### config.mk
export PLATFORM = sky130hd
export DESIGN_NAME = cpu_loader
export DESIGN_NICKNAME = d
export VERILOG_FILES = /design/src/rtl/cpu_loader_pkg.sv /design/src/rtl/cpu_loader_timer.sv /design/src/rtl/cpu_loader.sv
export SDC_FILE = /design/constraint.sdc
export NUM_CORES = 1
export LEC_CHECK = 0
export CORE_UTILIZATION = 35
export DETAILED_ROUTE_END_ITERATION = 8
export SYNTH_ARGS = -nofsm -noshare
export SYNTH_HDL_FRONTEND = slang
export SYNTH_SLANG_ARGS = --single-unit
### constraint.sdc
create_clock -name clk -period 5.2 [get_ports clk]
set_clock_uncertainty 0.15 [all_clocks]
set_input_delay 0.52 -clock clk [delete_from_list [all_inputs] [get_ports clk]]
set_output_delay 0.52 -clock clk [all_outputs]
set_load 0.05 [all_outputs]
### src/rtl/cpu_loader_pkg.sv
// Shared definitions for the cpu program loader.
// Holds the command and acknowledge byte codes, the loader FSM state
// encoding, the number of extra cycles cpu_reset is held after an X
// command, and a helper that joins two received bytes into a 16-bit word.
package cpu_loader_pkg;

    localparam logic [7:0] CmdLoad = 8'h4C;  // 'L'
    localparam logic [7:0] CmdExec = 8'h58;  // 'X'
    localparam logic [7:0] CmdHalt = 8'h48;  // 'H'
    localparam logic [7:0] AckErr  = 8'h21;  // '!' load refused, cpu running

    localparam int unsigned XRstHold = 2;

    typedef enum logic [3:0] {
        StIdle,
        StLAh,
        StLAl,
        StLNh,
        StLNl,
        StLData,
        StXAh,
        StXAl,
        StXRst,
        StHWait,
        StAck
    } state_t;

    function automatic logic [15:0] join_bytes(input logic [7:0] hi, input logic [7:0] lo);
        return {hi, lo};
    endfunction

endpackage

### src/rtl/cpu_loader_timer.sv
// loader_timer: reloadable idle down-counter.
// Ports:
//   clk     - clock
//   resetn  - asynchronous active-low reset
//   load    - reload the counter with `timeout`
//   expired - counter has run down to zero
module loader_timer #(
    parameter int unsigned timeout = 1200000
) (
    input  logic clk,
    input  logic resetn,
    input  logic load,
    output logic expired
);

    localparam int unsigned CntW = $clog2(timeout + 1);

    logic [CntW-1:0] cnt_q;

    always_ff @(posedge clk or negedge resetn) begin
        if (!resetn) begin
            cnt_q <= '0;
        end else if (load) begin
            cnt_q <= CntW'(timeout);
        end else if (cnt_q != '0) begin
            cnt_q <= cnt_q - 1'b1;
        end
    end

    assign expired = (cnt_q == '0);

endmodule

### src/rtl/cpu_loader.sv
// cpu_loader: byte-serial program loader and run control for the cpu.
// Parses 'L' (load), 'X' (execute) and 'H' (halt) commands from the UART
// receiver, writes program bytes into the cpu's memory, drives the cpu
// reset/halt/start_address inputs and returns one ack byte per command.
// Ports:
//   clk, resetn                 - clock, asynchronous active-low reset
//   rx_data, rx_valid           - received byte and its one-cycle strobe
//   tx_data, tx_valid, tx_busy  - ack byte, its strobe, transmitter busy
//   mem_waddr, mem_data_in,
//   mem_write                   - program memory write port
//   cpu_reset, cpu_halt         - cpu control outputs
//   cpu_halted                  - cpu halted status
//   start_address               - cpu start address
module cpu_loader
    import cpu_loader_pkg::*;
#(
    parameter int unsigned addr_width = 9,
    parameter int unsigned timeout    = 1200000
) (
    input  logic                  clk,
    input  logic                  resetn,
    input  logic [7:0]            rx_data,
    input  logic                  rx_valid,
    output logic [7:0]            tx_data,
    output logic                  tx_valid,
    input  logic                  tx_busy,
    output logic [addr_width-1:0] mem_waddr,
    output logic [7:0]            mem_data_in,
    output logic                  mem_write,
    output logic                  cpu_reset,
    output logic                  cpu_halt,
    input  logic                  cpu_halted,
    output logic [addr_width-1:0] start_address
);

    state_t                state_q, state_d;
    logic [7:0]            hi_q, hi_d;      // addr_hi or len_hi, whichever came last
    logic [addr_width-1:0] addr_q, addr_d;
    logic [15:0]           len_q, len_d;
    logic [7:0]            sum_q, sum_d;
    logic [7:0]            ack_q, ack_d;
    logic [1:0]            hold_q, hold_d;

    logic                  cpu_reset_q, cpu_reset_d;
    logic                  cpu_halt_q, cpu_halt_d;
    logic [addr_width-1:0] start_q, start_d;
    logic                  mem_write_q, mem_write_d;
    logic [addr_width-1:0] mem_waddr_q, mem_waddr_d;
    logic [7:0]            mem_data_q, mem_data_d;
    logic                  tx_valid_q, tx_valid_d;
    logic [7:0]            tx_data_q, tx_data_d;

    logic                  timer_expired;
    logic                  timed;
    logic [15:0]           rx_word;

    loader_timer #(
        .timeout(timeout)
    ) u_timer (
        .clk    (clk),
        .resetn (resetn),
        .load   (rx_valid),
        .expired(timer_expired)
    );

    assign rx_word = join_bytes(hi_q, rx_data);

    always_comb begin
        state_d     = state_q;
        hi_d        = hi_q;
        addr_d      = addr_q;
        len_d       = len_q;
        sum_d       = sum_q;
        ack_d       = ack_q;
        hold_d      = hold_q;
        cpu_reset_d = cpu_reset_q;
        cpu_halt_d  = cpu_halt_q;
        start_d     = start_q;
        mem_write_d = 1'b0;
        mem_waddr_d = mem_waddr_q;
        mem_data_d  = mem_data_q;
        tx_valid_d  = 1'b0;
        tx_data_d   = tx_data_q;

        // Only states waiting on a parameter or data byte can time out;
        // X_RST is a fixed short hold and never waits for input.
        timed = state_q inside {StLAh, StLAl, StLNh, StLNl, StLData, StXAh, StXAl};

        unique case (state_q)
            StIdle: begin
                if (rx_valid) begin
                    case (rx_data)
                        CmdLoad: state_d = StLAh;
                        CmdExec: state_d = StXAh;
                        CmdHalt: begin
                            if (cpu_reset_q) begin
                                ack_d   = CmdHalt;
                                state_d = StAck;
                            end else begin
                                cpu_halt_d = 1'b1;
                                state_d    = StHWait;
                            end
                        end
                        default: state_d = StIdle;
                    endcase
                end
            end
            StLAh: begin
                if (rx_valid) begin
                    hi_d    = rx_data;
                    state_d = StLAl;
                end
            end
            StLAl: begin
                if (rx_valid) begin
                    addr_d  = addr_width'(rx_word);
                    state_d = StLNh;
                end
            end
            StLNh: begin
                if (rx_valid) begin
                    hi_d    = rx_data;
                    state_d = StLNl;
                end
            end
            StLNl: begin
                if (rx_valid) begin
                    len_d = rx_word;
                    sum_d = 8'h00;
                    if (rx_word == 16'h0000) begin
                        ack_d   = cpu_reset_q ? 8'h00 : AckErr;
                        state_d = StAck;
                    end else begin
                        state_d = StLData;
                    end
                end
            end
            StLData: begin
                if (rx_valid) begin
                    // A running cpu owns the memory: consume the bytes, write nothing.
                    if (cpu_reset_q) begin
                        mem_write_d = 1'b1;
                        mem_waddr_d = addr_q;
                        mem_data_d  = rx_data;
                    end
                    addr_d = addr_q + addr_width'(1);
                    sum_d  = sum_q + rx_data;
                    len_d  = len_q - 16'd1;
                    if (len_q == 16'd1) begin
                        ack_d   = cpu_reset_q ? (sum_q + rx_data) : AckErr;
                        state_d = StAck;
                    end
                end
            end
            StXAh: begin
                if (rx_valid) begin
                    hi_d    = rx_data;
                    state_d = StXAl;
                end
            end
            StXAl: begin
                if (rx_valid) begin
                    start_d     = addr_width'(rx_word);
                    cpu_reset_d = 1'b1;
                    hold_d      = 2'(XRstHold - 1);
                    state_d     = StXRst;
                end
            end
            StXRst: begin
                if (hold_q == 2'd0) begin
                    cpu_reset_d = 1'b0;
                    ack_d       = CmdExec;
                    state_d     = StAck;
                end else begin
                    hold_d = hold_q - 2'd1;
                end
            end
            StHWait: begin
                if (cpu_halted) begin
                    cpu_reset_d = 1'b1;
                    cpu_halt_d  = 1'b0;
                    ack_d       = CmdHalt;
                    state_d     = StAck;
                end
            end
            StAck: begin
                // Stay one cycle past the strobe so the pulse is never repeated.
                if (tx_valid_q) begin
                    state_d = StIdle;
                end
            end
            default: state_d = StIdle;
        endcase

        if (timed && !rx_valid && timer_expired) begin
            state_d = StIdle;
        end

        // Raise the strobe on ACK entry or while waiting in ACK, so the
        // registered tx_valid lands in the first ACK cycle when not busy.
        if (state_d == StAck && !tx_valid_q && !tx_busy) begin
            tx_valid_d = 1'b1;
            tx_data_d  = ack_d;
        end
    end

    always_ff @(posedge clk or negedge resetn) begin
        if (!resetn) begin
            state_q     <= StIdle;
            hi_q        <= 8'h00;
            addr_q      <= '0;
            len_q       <= 16'h0000;
            sum_q       <= 8'h00;
            ack_q       <= 8'h00;
            hold_q      <= 2'd0;
            cpu_reset_q <= 1'b1;
            cpu_halt_q  <= 1'b0;
            start_q     <= '0;
            mem_write_q <= 1'b0;
            mem_waddr_q <= '0;
            mem_data_q  <= 8'h00;
            tx_valid_q  <= 1'b0;
            tx_data_q   <= 8'h00;
        end else begin
            state_q     <= state_d;
            hi_q        <= hi_d;
            addr_q      <= addr_d;
            len_q       <= len_d;
            sum_q       <= sum_d;
            ack_q       <= ack_d;
            hold_q      <= hold_d;
            cpu_reset_q <= cpu_reset_d;
            cpu_halt_q  <= cpu_halt_d;
            start_q     <= start_d;
            mem_write_q <= mem_write_d;
            mem_waddr_q <= mem_waddr_d;
            mem_data_q  <= mem_data_d;
            tx_valid_q  <= tx_valid_d;
            tx_data_q   <= tx_data_d;
        end
    end

    assign cpu_reset     = cpu_reset_q;
    assign cpu_halt      = cpu_halt_q;
    assign start_address = start_q;
    assign mem_write     = mem_write_q;
    assign mem_waddr     = mem_waddr_q;
    assign mem_data_in   = mem_data_q;
    assign tx_valid      = tx_valid_q;
    assign tx_data       = tx_data_q;

endmodule

==> impl_metrics.yaml <==
global_route:
  antenna_found_initial: 0
  grt_usage_pct: 18.2
  grt_pass1_vias: 4977
  grt_remaining_overflow: 0
  grt_max_degree: 42
  grt_pass1_wl_mm: 25.6
timing:
  rsz0062_at_grt: "no"
  worstMarginPinSlew_ps: 967
  min_period_ps: 3600
  finalSetupViolCount: 0
  fmax_mhz: 278
  max_slew_margin_pct: 35.6
  finalMaxSlewViolations: 0
  finalCritPeriodShare_pct: 69.2
  finalHoldViolCount: 0
  fin_ws_ps: 1600
  setup_tns_ps: 0
synthesis:
  syn_nets: 632
  synth-seq-cells: 114
  synthArstFlopShare_pct: 100
  synth-edff-count: 0
  netlist_instances: 606
  synth_area_um2: 6140
  yosysUniqueCellTypes: 71
  ys_seq_area_share_pct: 46.5
  synth_flop_cell: "dfrtp_1"
  avgSynthCellArea_um2: 10.1
  ys_warn_count: 0
clock_network:
  clock_sinks: 114
  cts_root_buf: "clkbuf_16"
  hold_buffers: 1
  clk_pin_slew_worst_paths_ps: 50
  cts_tree: "done"
  post_cts_resize_count: 0
  cts_setup_buffers: 0
  cts_buffer_depth: 2
  worstSkewPairLatency_ps: 410
  cts_max_level: 4
  numCtsBuffers: 17
layout:
  finalNetCount: 681
  drive_gt1_share_pct: 15.4
  diodes: 0
  fillers: 1623
  final_cell_mix: "113 x dfrtp_1, 49 x clkdlybuf4s50_1, 48 x a21oi_1, 45 x nor2_1, 38 x o21ai_0"
  multi_input_area_um2: 3090
  layout_commonest_cell: "dfrtp_1"
  final_util_pct: 43.0
  syn2layout_area_growth_pct: 20.8
  seqCellArea_um2: 2850
  stdcell_count: 892
status:
  run_status: "finished clean"
floorplan:
  dieArea_um2: 18100
  rows: 48
  initial_core_util_pct: 35.6
  core_area_um2: 17200
  io-pin-count: 51
  die_y_um: 134
  die_w_um: 134
drt:
  routed_via_density: 5.57
  dr.pass1.iters: 5
  drc: 0
  wl_per_cell_um: 17.4
  ant_nets: 0
  initialDrtViolationCount: 492
  totalWireLength_mm: 15.5
  vias: 4966
worst_setup_path:
  criticalPathCategory: "register to register"
  startpoint_type: "register"
  max_stage_delay_ps: 760
  cp_max_fo: 21
  critPathArrivalTime_ps: 3740
  crit_chain: "nor3b_1 -> and2_1 -> a21oi_1 -> a211oi_1 -> and4_1 -> mux2_4"
  required_ps: 5350
  slowest_stage: "dfrtp_1"
  crit_path_end_kind: "register"
flow_run:
  drv_cap: 0
placed_design:
  place.gp.congestion: 0.900
  dp_slack_ps: 1330
  dp_cells: 860
  hpwlAfterDp_mm: 10.5
  io_buffers: 50
power:
  p_switching_mw: 1.68
  power_leakage_nw: 3.05
  p_total_mw: 4.19
  ir_drop_mv: 0.300
  seqPwrFrac_pct: 35.9
  clockPowerShare_pct: 25.7
  netSwitchingFraction_pct: 40.0
  share_comb_of_total_power_pct: 38.3
  p_int_mw: 2.52
  powerDensity_nw_per_um2: 565
min_path:
  hold_path_class: "register to register"
sequential cells by signal (all words and copies together) (netlist names):
name and flops:
ack_q 8, addr_q 9, cpu_halt 1, cpu_reset 1, hi_q 8, hold_q 2
len_q 16, mem_data_in 8, mem_waddr 9, mem_write 1, start_address 9, state_q 4
sum_q 8, tx_data 8, tx_valid 1, u_timer.cnt_q 21
synth_stat cells (all sizes together) (13+ instances only):
| cell type | number | area (um2) |
|---|---|---|
| clkbuf | 21 | 78.8 |
| nor2b | 13 | 81.3 |
| nand2 | 36 | 138 |
| inv | 21 | 78.8 |
| o21ai | 39 | 195 |
| a21oi | 48 | 240 |
| nand3 | 16 | 80.1 |
| nor3 | 24 | 120 |
| dfrtp | 113 | 2830 |
| nor2 | 45 | 169 |
| o22ai | 13 | 81.3 |
| mux2 | 42 | 499 |
final cells by class:
class | count | share of cell area [%]
Timing Repair Buffer | 59 | 7.66
Multi-Input combinational cell | 442 | 41.6
Sequential cell | 114 | 38.5
Inverter | 21 | 1.06
Tap cell | 225 | 3.80
Clock inverter | 9 | 1.13
Clock buffer | 22 | 6.26
path summary, 6_finish.rpt:
check / endpoint / cells after the start / slack (ps) / from
max: tx_data[7] / 6 / 1600 / state_q[2]
min: hold_q[0] / 1 / 320 / hold_q[0]
max reg2reg: tx_data[7] / 6 / 1600 / state_q[2]
min reg2reg: hold_q[0] / 1 / 320 / hold_q[0]
max in group asynchronous: hi_q[2] / 3 / 3460 / resetn
min in group asynchronous: u_timer.cnt_q[5] / 2 / 480 / resetn
power groups by stage:
stage          clock network (mW)  registers, mW  logic (mW)
2_1_floorplan                   0           1.71       0.898
3_3_place_gp                    0           1.50        1.58
3_5_place_dp                    0           1.51        1.60
4_1_cts                      1.10           1.50        1.61
5_1_grt                      1.14           1.55        1.75
6_report                     1.08           1.51        1.61
cells by family after synthesis:
kind of cell	Yosys count	share of synthesized area, %
flops	114	46.5
mux	45	8.62
compound gates	156	16.1
xor+xnor	20	2.85
simple gates	207	19.7
buf+inv	50	3.26
fa+ha+maj	14	2.94
critical path: cells and delay by family (launching register included):
| family | cells | cell delay [ps] |
|---|---|---|
| and+or+nand+nor | 3 | 1680 |
| muxes | 1 | 350 |
| AOI/OAI and AO/OA | 2 | 530 |
| DFF | 1 | 760 |
stage by stage:
step	instance area (um2)	hold slack [ps]
final	7420	321
after global routing	7420	372
after global placement	6860	312
after CTS	7420	325
after floorplan	6140	74.4
after detailed placement	6860	319
metal layers:
layer	vias up	global-route usage [%]	share of wire (%)
met3	32	4.46	4.9
li1	2311	-	-
met1	2478	23.9	45
met5	-	0	0
met2	145	28.9	48
met4	0	6.80	2.2
Power figures use the tool's default switching activity.
